==> src/rtl/mlp_layer_sequencer.sv <==
// Frame scheduler for a chain of fc layers: issues start / func-start strobes per layer
// and tracks per-layer input-buffer occupancy so frames pipeline without overwrites.
module mlp_layer_sequencer #(
    parameter int NUM_LAYERS = 5,
    parameter int CIM_LAT    = 4,
    parameter int CNT_W      = 16
) (
    input  logic                  clk,
    input  logic                  rst,
    input  logic                  i_frame_valid,
    output logic                  o_frame_ready,
    input  logic [NUM_LAYERS-1:0] i_layer_busy,
    output logic [NUM_LAYERS-1:0] o_start,
    output logic [NUM_LAYERS-1:0] o_func_start,
    output logic [NUM_LAYERS-1:0] o_next_busy,
    input  logic                  i_out_ready,
    output logic                  o_result_valid,
    output logic [CNT_W-1:0]      o_frames_done,
    output logic                  o_idle
);

    localparam int               LAT_W    = (CIM_LAT > 1) ? $clog2(CIM_LAT) : 1;
    localparam logic [LAT_W-1:0] LAT_LOAD = LAT_W'(CIM_LAT - 1);

    typedef enum logic [2:0] {
        S_IDLE,
        S_LOAD,
        S_MVM,
        S_WAIT_OUT,
        S_FUNC
    } state_t;

    state_t           state_q [NUM_LAYERS];
    state_t           state_d [NUM_LAYERS];
    logic [LAT_W-1:0] cnt_q   [NUM_LAYERS];
    logic [LAT_W-1:0] cnt_d   [NUM_LAYERS];

    logic [NUM_LAYERS-1:0] seen_q, seen_d;
    logic [NUM_LAYERS-1:0] full_q, full_d;
    logic [NUM_LAYERS-1:0] free;
    logic [NUM_LAYERS-1:0] func_done;
    logic [NUM_LAYERS-1:0] start_d, func_d;
    logic                  result_d, idle_d, any_active;
    logic [CNT_W-1:0]      frames_d;

    // A downstream buffer is free only when empty and its layer is not mid-load.
    always_comb begin
        for (int unsigned k = 0; k < NUM_LAYERS - 1; k++) begin
            free[k] = !full_q[k+1] && (state_q[k+1] != S_LOAD);
        end
        free[NUM_LAYERS-1] = i_out_ready;
    end

    assign o_next_busy   = ~free;
    assign o_frame_ready = !full_q[0] && (state_q[0] != S_LOAD);

    always_comb begin
        full_d     = full_q;
        seen_d     = seen_q;
        start_d    = '0;
        func_d     = '0;
        func_done  = '0;
        any_active = 1'b0;
        for (int unsigned k = 0; k < NUM_LAYERS; k++) begin
            state_d[k] = state_q[k];
            cnt_d[k]   = cnt_q[k];
            if (state_q[k] != S_IDLE) begin
                any_active = 1'b1;
            end
            case (state_q[k])
                S_IDLE: begin
                    if (full_q[k] && !i_layer_busy[k]) begin
                        start_d[k] = 1'b1;
                        full_d[k]  = 1'b0;
                        seen_d[k]  = 1'b0;
                        state_d[k] = S_LOAD;
                    end
                end
                S_LOAD, S_FUNC: begin
                    // Completion is the falling edge of busy after it has been seen high.
                    if (seen_q[k] && !i_layer_busy[k]) begin
                        if (state_q[k] == S_LOAD) begin
                            cnt_d[k]   = LAT_LOAD;
                            state_d[k] = S_MVM;
                        end else begin
                            func_done[k] = 1'b1;
                            state_d[k]   = S_IDLE;
                        end
                    end else if (i_layer_busy[k]) begin
                        seen_d[k] = 1'b1;
                    end
                end
                S_MVM: begin
                    if (cnt_q[k] == '0) begin
                        state_d[k] = S_WAIT_OUT;
                    end else begin
                        cnt_d[k] = cnt_q[k] - 1'b1;
                    end
                end
                S_WAIT_OUT: begin
                    if (free[k]) begin
                        func_d[k]  = 1'b1;
                        seen_d[k]  = 1'b0;
                        state_d[k] = S_FUNC;
                    end
                end
                default: state_d[k] = S_IDLE;
            endcase
        end
        for (int unsigned k = 0; k < NUM_LAYERS - 1; k++) begin
            if (func_done[k]) begin
                full_d[k+1] = 1'b1;
            end
        end
        if (i_frame_valid && o_frame_ready) begin
            full_d[0] = 1'b1;
        end
        result_d = func_done[NUM_LAYERS-1];
        frames_d = o_frames_done + CNT_W'(func_done[NUM_LAYERS-1]);
        idle_d   = !any_active && (full_q == '0);
    end

    always_ff @(posedge clk) begin
        if (rst) begin
            for (int unsigned k = 0; k < NUM_LAYERS; k++) begin
                state_q[k] <= S_IDLE;
                cnt_q[k]   <= '0;
            end
            seen_q         <= '0;
            full_q         <= '0;
            o_start        <= '0;
            o_func_start   <= '0;
            o_result_valid <= 1'b0;
            o_frames_done  <= '0;
            o_idle         <= 1'b0;
        end else begin
            for (int unsigned k = 0; k < NUM_LAYERS; k++) begin
                state_q[k] <= state_d[k];
                cnt_q[k]   <= cnt_d[k];
            end
            seen_q         <= seen_d;
            full_q         <= full_d;
            o_start        <= start_d;
            o_func_start   <= func_d;
            o_result_valid <= result_d;
            o_frames_done  <= frames_d;
            o_idle         <= idle_d;
        end
    end

endmodule
==> config.mk <==
export PLATFORM = sky130hd
export DESIGN_NAME = mlp_layer_sequencer
export DESIGN_NICKNAME = d
export VERILOG_FILES = /design/src/rtl/mlp_layer_sequencer.sv
export SDC_FILE = /design/constraint.sdc
export NUM_CORES = 1
export LEC_CHECK = 0
export ABC_AREA = 1
export BUFFER_PORTS_ARGS = -buffer_cell sky130_fd_sc_hd__buf_2
export CAP_MARGIN = 20
export CORE_ASPECT_RATIO = 1.4
export CORE_MARGIN = 2
export CORE_UTILIZATION = 57
export CTS_CLUSTER_SIZE = 40
export DETAILED_ROUTE_END_ITERATION = 16
export PLACE_DENSITY = 0.85
export SLEW_MARGIN = 10
export SYNTH_ARGS = -nofsm -noshare
export SYNTH_HDL_FRONTEND = slang
export SYNTH_SLANG_ARGS = --single-unit
==> constraint.sdc <==
create_clock -name clk -period 2.4 [get_ports clk]
set_input_delay 0.24 -clock clk [delete_from_list [all_inputs] [get_ports clk]]
set_output_delay 0.24 -clock clk [all_outputs]
set_load 0.05 [all_outputs]
# Word-level counts from Yosys, hierarchy flattened

Memories as Yosys holds them, arrays and structs flattened.
Index checks and enable logic that the tools add are counted.

Equality and inequality tests: 45
Muxes and demuxes: 128
Bitwise operators: 21
Reduce and logical (&&, ||, !) cells: 84
$add $sub $neg: 6

Operator list:

| kind                                                  | number |
|---|---|
| 2-to-1 mux 3 bit                                      | 25 |
| 2-to-1 mux 1 bit                                      | 63 |
| case mux 3 bit (4 select lines)                       | 5 |
| 2-to-1 mux 2 bit                                      | 25 |
| inequality test 2 bit, second input constant          | 20 |
| equality test 3 x 2 -> 1 bit, second input constant   | 10 |
| nonzero test 3 bit                                    | 10 |
| OR reduction 2 bit                                    | 15 |
| AND reduction 5 bit                                   | 5 |
| case mux 2 bit (2 select lines)                       | 5 |
| nonzero test 2 bit                                    | 10 |
| logical AND 1 bit                                     | 17 |
| adder 16 x 1 -> 16 bit                                | 1 |
| equality test 3 x 1 -> 1 bit, second input constant   | 5 |
| equality test 3 bit, second input constant            | 5 |
| zero test 3 bit                                       | 5 |
| inequality test 3 x 1 -> 1 bit, second input constant | 5 |
| case mux 1 bit (3 select lines)                       | 5 |
| zero test 1 bit                                       | 11 |
| zero test 2 bit                                       | 5 |
| inverter 1 bit                                        | 10 |
| OR 1 bit                                              | 10 |
| AND reduction 2 bit                                   | 5 |
| subtractor 2 x 1 -> 2 bit, second input constant      | 5 |
| other kinds (2)                                       | 2 |

Output and inout bits: 34
Bits in writable memories: 25
Flip-flop bits (word level): 38
Word-level logic and storage cells: 309
Memories: 2
Bits of input ports: 9

Memories:

| memory  | depth | bits a word | rd ports | clocked after memory_dff | wr ports | RTL line | text |
|---|---|---|---|---|---|---|---|
| state_q | 5     | 3           | 5        | 0                        | 5        | 33       | `state_t state_q [NUM_LAYERS];` |
| cnt_q   | 5     | 2           | 5        | 0                        | 5        | 35       | `logic [LAT_W-1:0] cnt_q [NUM_LAYERS];` |

# Longest topological paths before layout

An unclocked memory read counts as a cell.

Word-level depth: 9
Gate-level depth with buffers: 13
Depth with buffers taken out: 13

# Worst setup path after synthesis

No wires, ideal clock.

Path type: register -> register
Start point: mem state_q[0][12] (netlist name)
End point: reg o_frames_done[12]
Arrival time: 1.732 ns
Library setup time: 0.117 ns
Path buffers: 1
Stages on the path, launching flop included: 13
Required time: 2.283 ns
Path slack: 0.551 ns
Clock period less this slack: 1.849 ns
Path through: dfxtp_1 buf_6 nor2_4 nand2_1 nor2_1 ha_1 nand2_1 nor2_2 nand2_2 nor2_4 nand3_2 o21ai_0 nor2_1

RTL lines:

| what                   | RTL line | text |
|---|---|---|
| start: declaration     | 33       |  |
| end signal: assignment | 146      | `o_frames_done <= frames_d;` |
| end: declaration       | 18       | `output logic [CNT_W-1:0] o_frames_done,` |

==> summary.md <==
| Metric | Value |
|---|---|
| IO buf count | 42 |
| # Max-Cap Violations | 0 |
| Commonest non-fill, non-tap cells in the layout | nand2_1, inv_1, nor2_1, dfxtp_1, buf_2 |
| Dpl cell area | around 3500 µm² |
| Critical path class | reg -> reg |
| Vias in the first global route | ~3,000 |
| Most common cell after layout, fill and taps aside | nand2_1 |
| CP endpoint kind | flip-flop |
| Grt total ovfl | 0 |
| Std-Cell Rows | 32 |
| Highest Clock Rate | about 480 MHz |
| TritonCTS Sinks | 63 |
| Leak | roughly 1.7 nW |
| Post-route design area | about 3700 µm² |
| Pins Over Slew Limit | 0 |
| Vias/cell | around 5.2 |
| DR pass1 iterations | 4 |
| Routability cong. | between 0.8 and 0.9 |
| Ranking of synthesized cells by area | dfxtp_1, nand2_1, inv_1 |
| Layout Nets | about 550 |
| Reg clk slew, reported paths | 70 ps |
| Hold Path Class | in -> reg |
| Yosys reg bits | 63 |
| Mapped cell area | 3270 µm² |
| Final Util | roughly two thirds |
| Die height | between 90 and 100 µm |
| Top_reg_cell synth | dfxtp_1 |
| GRT Util Overall | approximately 25% |
| Post-CTS Setup Bufs | 0 |
| H-tree lvl count | 3 |
| IO Count | between 40 and 50 |
| WP data required | around 2600 ps |
| Synth-to-Final Area Change | 13.8% |
| Hold buffers post-CTS | 0 |
| Core Box Area | 5530 µm² |
| Synth cell types | 29 |
| Pwr dens | just under 800 nW/µm² |
| CTS Buffer Depth | 2 |
| Avg WL per Cell | between 10 and 15 µm |
| Setup ws final | about 310 ps |
| Dpl hpwl | 5.36 mm |
| Die area | ~6400 µm² |
| DRT iter0 DRCs | ~150 |
| Max IR drop VDD | 0.564 mV |
| Setup TNS | 0 ps |
| Clock latency at the later pin of the worst-skew pair | around 340 ps |
| Post-synth EDFFs | 0 |
| # DRC | 0 |
| PostCTS Resize Cnt | 0 |
| DRT antenna net count | 0 |
| Maximum net fanout on the critical path | 8 |
| Crit path arrival time | 2320 ps |
| Syn Inst Count | around 490 |
| First-pass GRT wire length | around 12 mm |
| Final setup viols | 0 |
| Initial core utilization | roughly three fifths |
| Final-layout fill cell count | 492 |
| CTS tree | done |
| Fin crit share | between 80 and 90% |
| Final Total Pwr | around 2.9 mW |
| Via count | 3,170 |
| ANT cells | 0 |
| WL final | around 7.1 mm |
| Yosys Warn Count | 0 |
| Layout Skew | around 5.5 ps |
| Footprint of the multi-input gates | between 1500 and 2000 µm² |
| Initial antenna violation count | 0 |
| Mean area per synthesized cell | between 6 and 7 µm² |
| CTS buffer count | 9 |
| Proportion of layout cells with a drive suffix above 1 | around 18% |
| Yosys top cell by area | dfxtp_1 |
| Storage element area | about 1300 µm² |
| Clk root buf | clkbuf_8 |
| Least-Margin Pin Slew | 454 ps |
| Final Critical Period | about 2100 ps |
| Yosys top cell area share | 38.6% |
| FFs w/ async S/R, synth | 0% |
| Pre-CTS setup slack | about 350 ps |
| RSZ-0062 raised after global routing | false |
| Register area share after synthesis | 38.6% |
| Relative slew slack | a little over two thirds |
| Synth Net Count | a little over 500 |
| Critical Path Start Type | flip-flop |
| Die width | ~68 µm |
| Status | completed |
| Final hold vios | 0 |
| Largest net degree at the start of global routing | 24 |
## through the flow
| stage | std cells | hold slack, ps |
|---|---|---|
| finish | 608 | 124 |
| global route | 608 | 114 |
| CTS | 608 | 110 |
| detailed placement | 595 | 452 |
| global placement | 595 | 444 |
| floorplan | 489 | 318 |
## final timing paths
check,startpoint,end,slack (ps),cells after the start
worst min-delay path,i_layer_busy[4],o_start[4],120,2
worst min register to register,seen_q[1],seen_q[1],460,2
worst max register to register,state_q[0][12],o_frames_done[12],310,11
worst max-delay path,state_q[0][12],o_frames_done[12],310,11
## report_power, final
part	leakage, nW	internal, mW	switching, mW	total (mW)
registers	0.509	1.13	0.0875	1.22
logic	1.11	0.280	0.617	0.896
clock network	0.0902	0.440	0.382	0.823
## per-layer routing
metal | vias to the layer above | part of all wire, % | track usage, % | routed length (µm)
met1 | 1437 | 42 | 25.8 | 2970
met5 | - | 0 | 0 | 0
met4 | 0 | 1.6 | 11.0 | 115
met2 | 75 | 52 | 44.9 | 3690
li1 | 1647 | - | - | -
met3 | 11 | 4.3 | 7.34 | 304
## synthesized netlist by cell type, drive strengths merged, types with 4 or more instances
| master | count |
|---|---|
| buf | 4 |
| inv | 77 |
| ha | 7 |
| nor2 | 75 |
| nor3 | 11 |
| nor4 | 7 |
| o21ai | 16 |
| dfxtp | 63 |
| nand2 | 132 |
| a21oi | 37 |
| nand3 | 43 |
| nand4 | 6 |
## layout make-up
cell class / count / share of cell area [%]
clock buffer: 12 / 4.44
clock inverter: 1 / 0.135
inverter: 77 / 7.77
multi-input combinational: 342 / 45.2
sequential: 63 / 33.9
tap: 68 / 2.29
timing repair buffer: 45 / 6.26
## flip-flops by register name, indices dropped and copies added, names as in the netlist
register	count
o_frames_done	16
state_q	15
cnt_q	10
full_q	5
o_func_start	5
o_start	5
seen_q	5
o_idle	1
o_result_valid	1
## cells by family after synthesis
kind of cell,share of synthesized area [%]
AOI/OAI and AO/OA,9.76
xor gates and xnor gates,0.536
adders and majority gates,2.68
buffers and inverters,9.95
DFF,38.6
and+or+nand+nor,38.5
## worst max-delay path, stage by stage (launching register included)
cell and delay [ps]:
dfxtp_1 430, nor2_4 170, nand2_1 140, nor2_1 210, ha_1 170, nand2_1 70, nor2_2 160, nand2_2 120
nor2_4 170, nand3_2 110, o21ai_0 170, nor2_1 70
(Power assumes the default switching activity.)
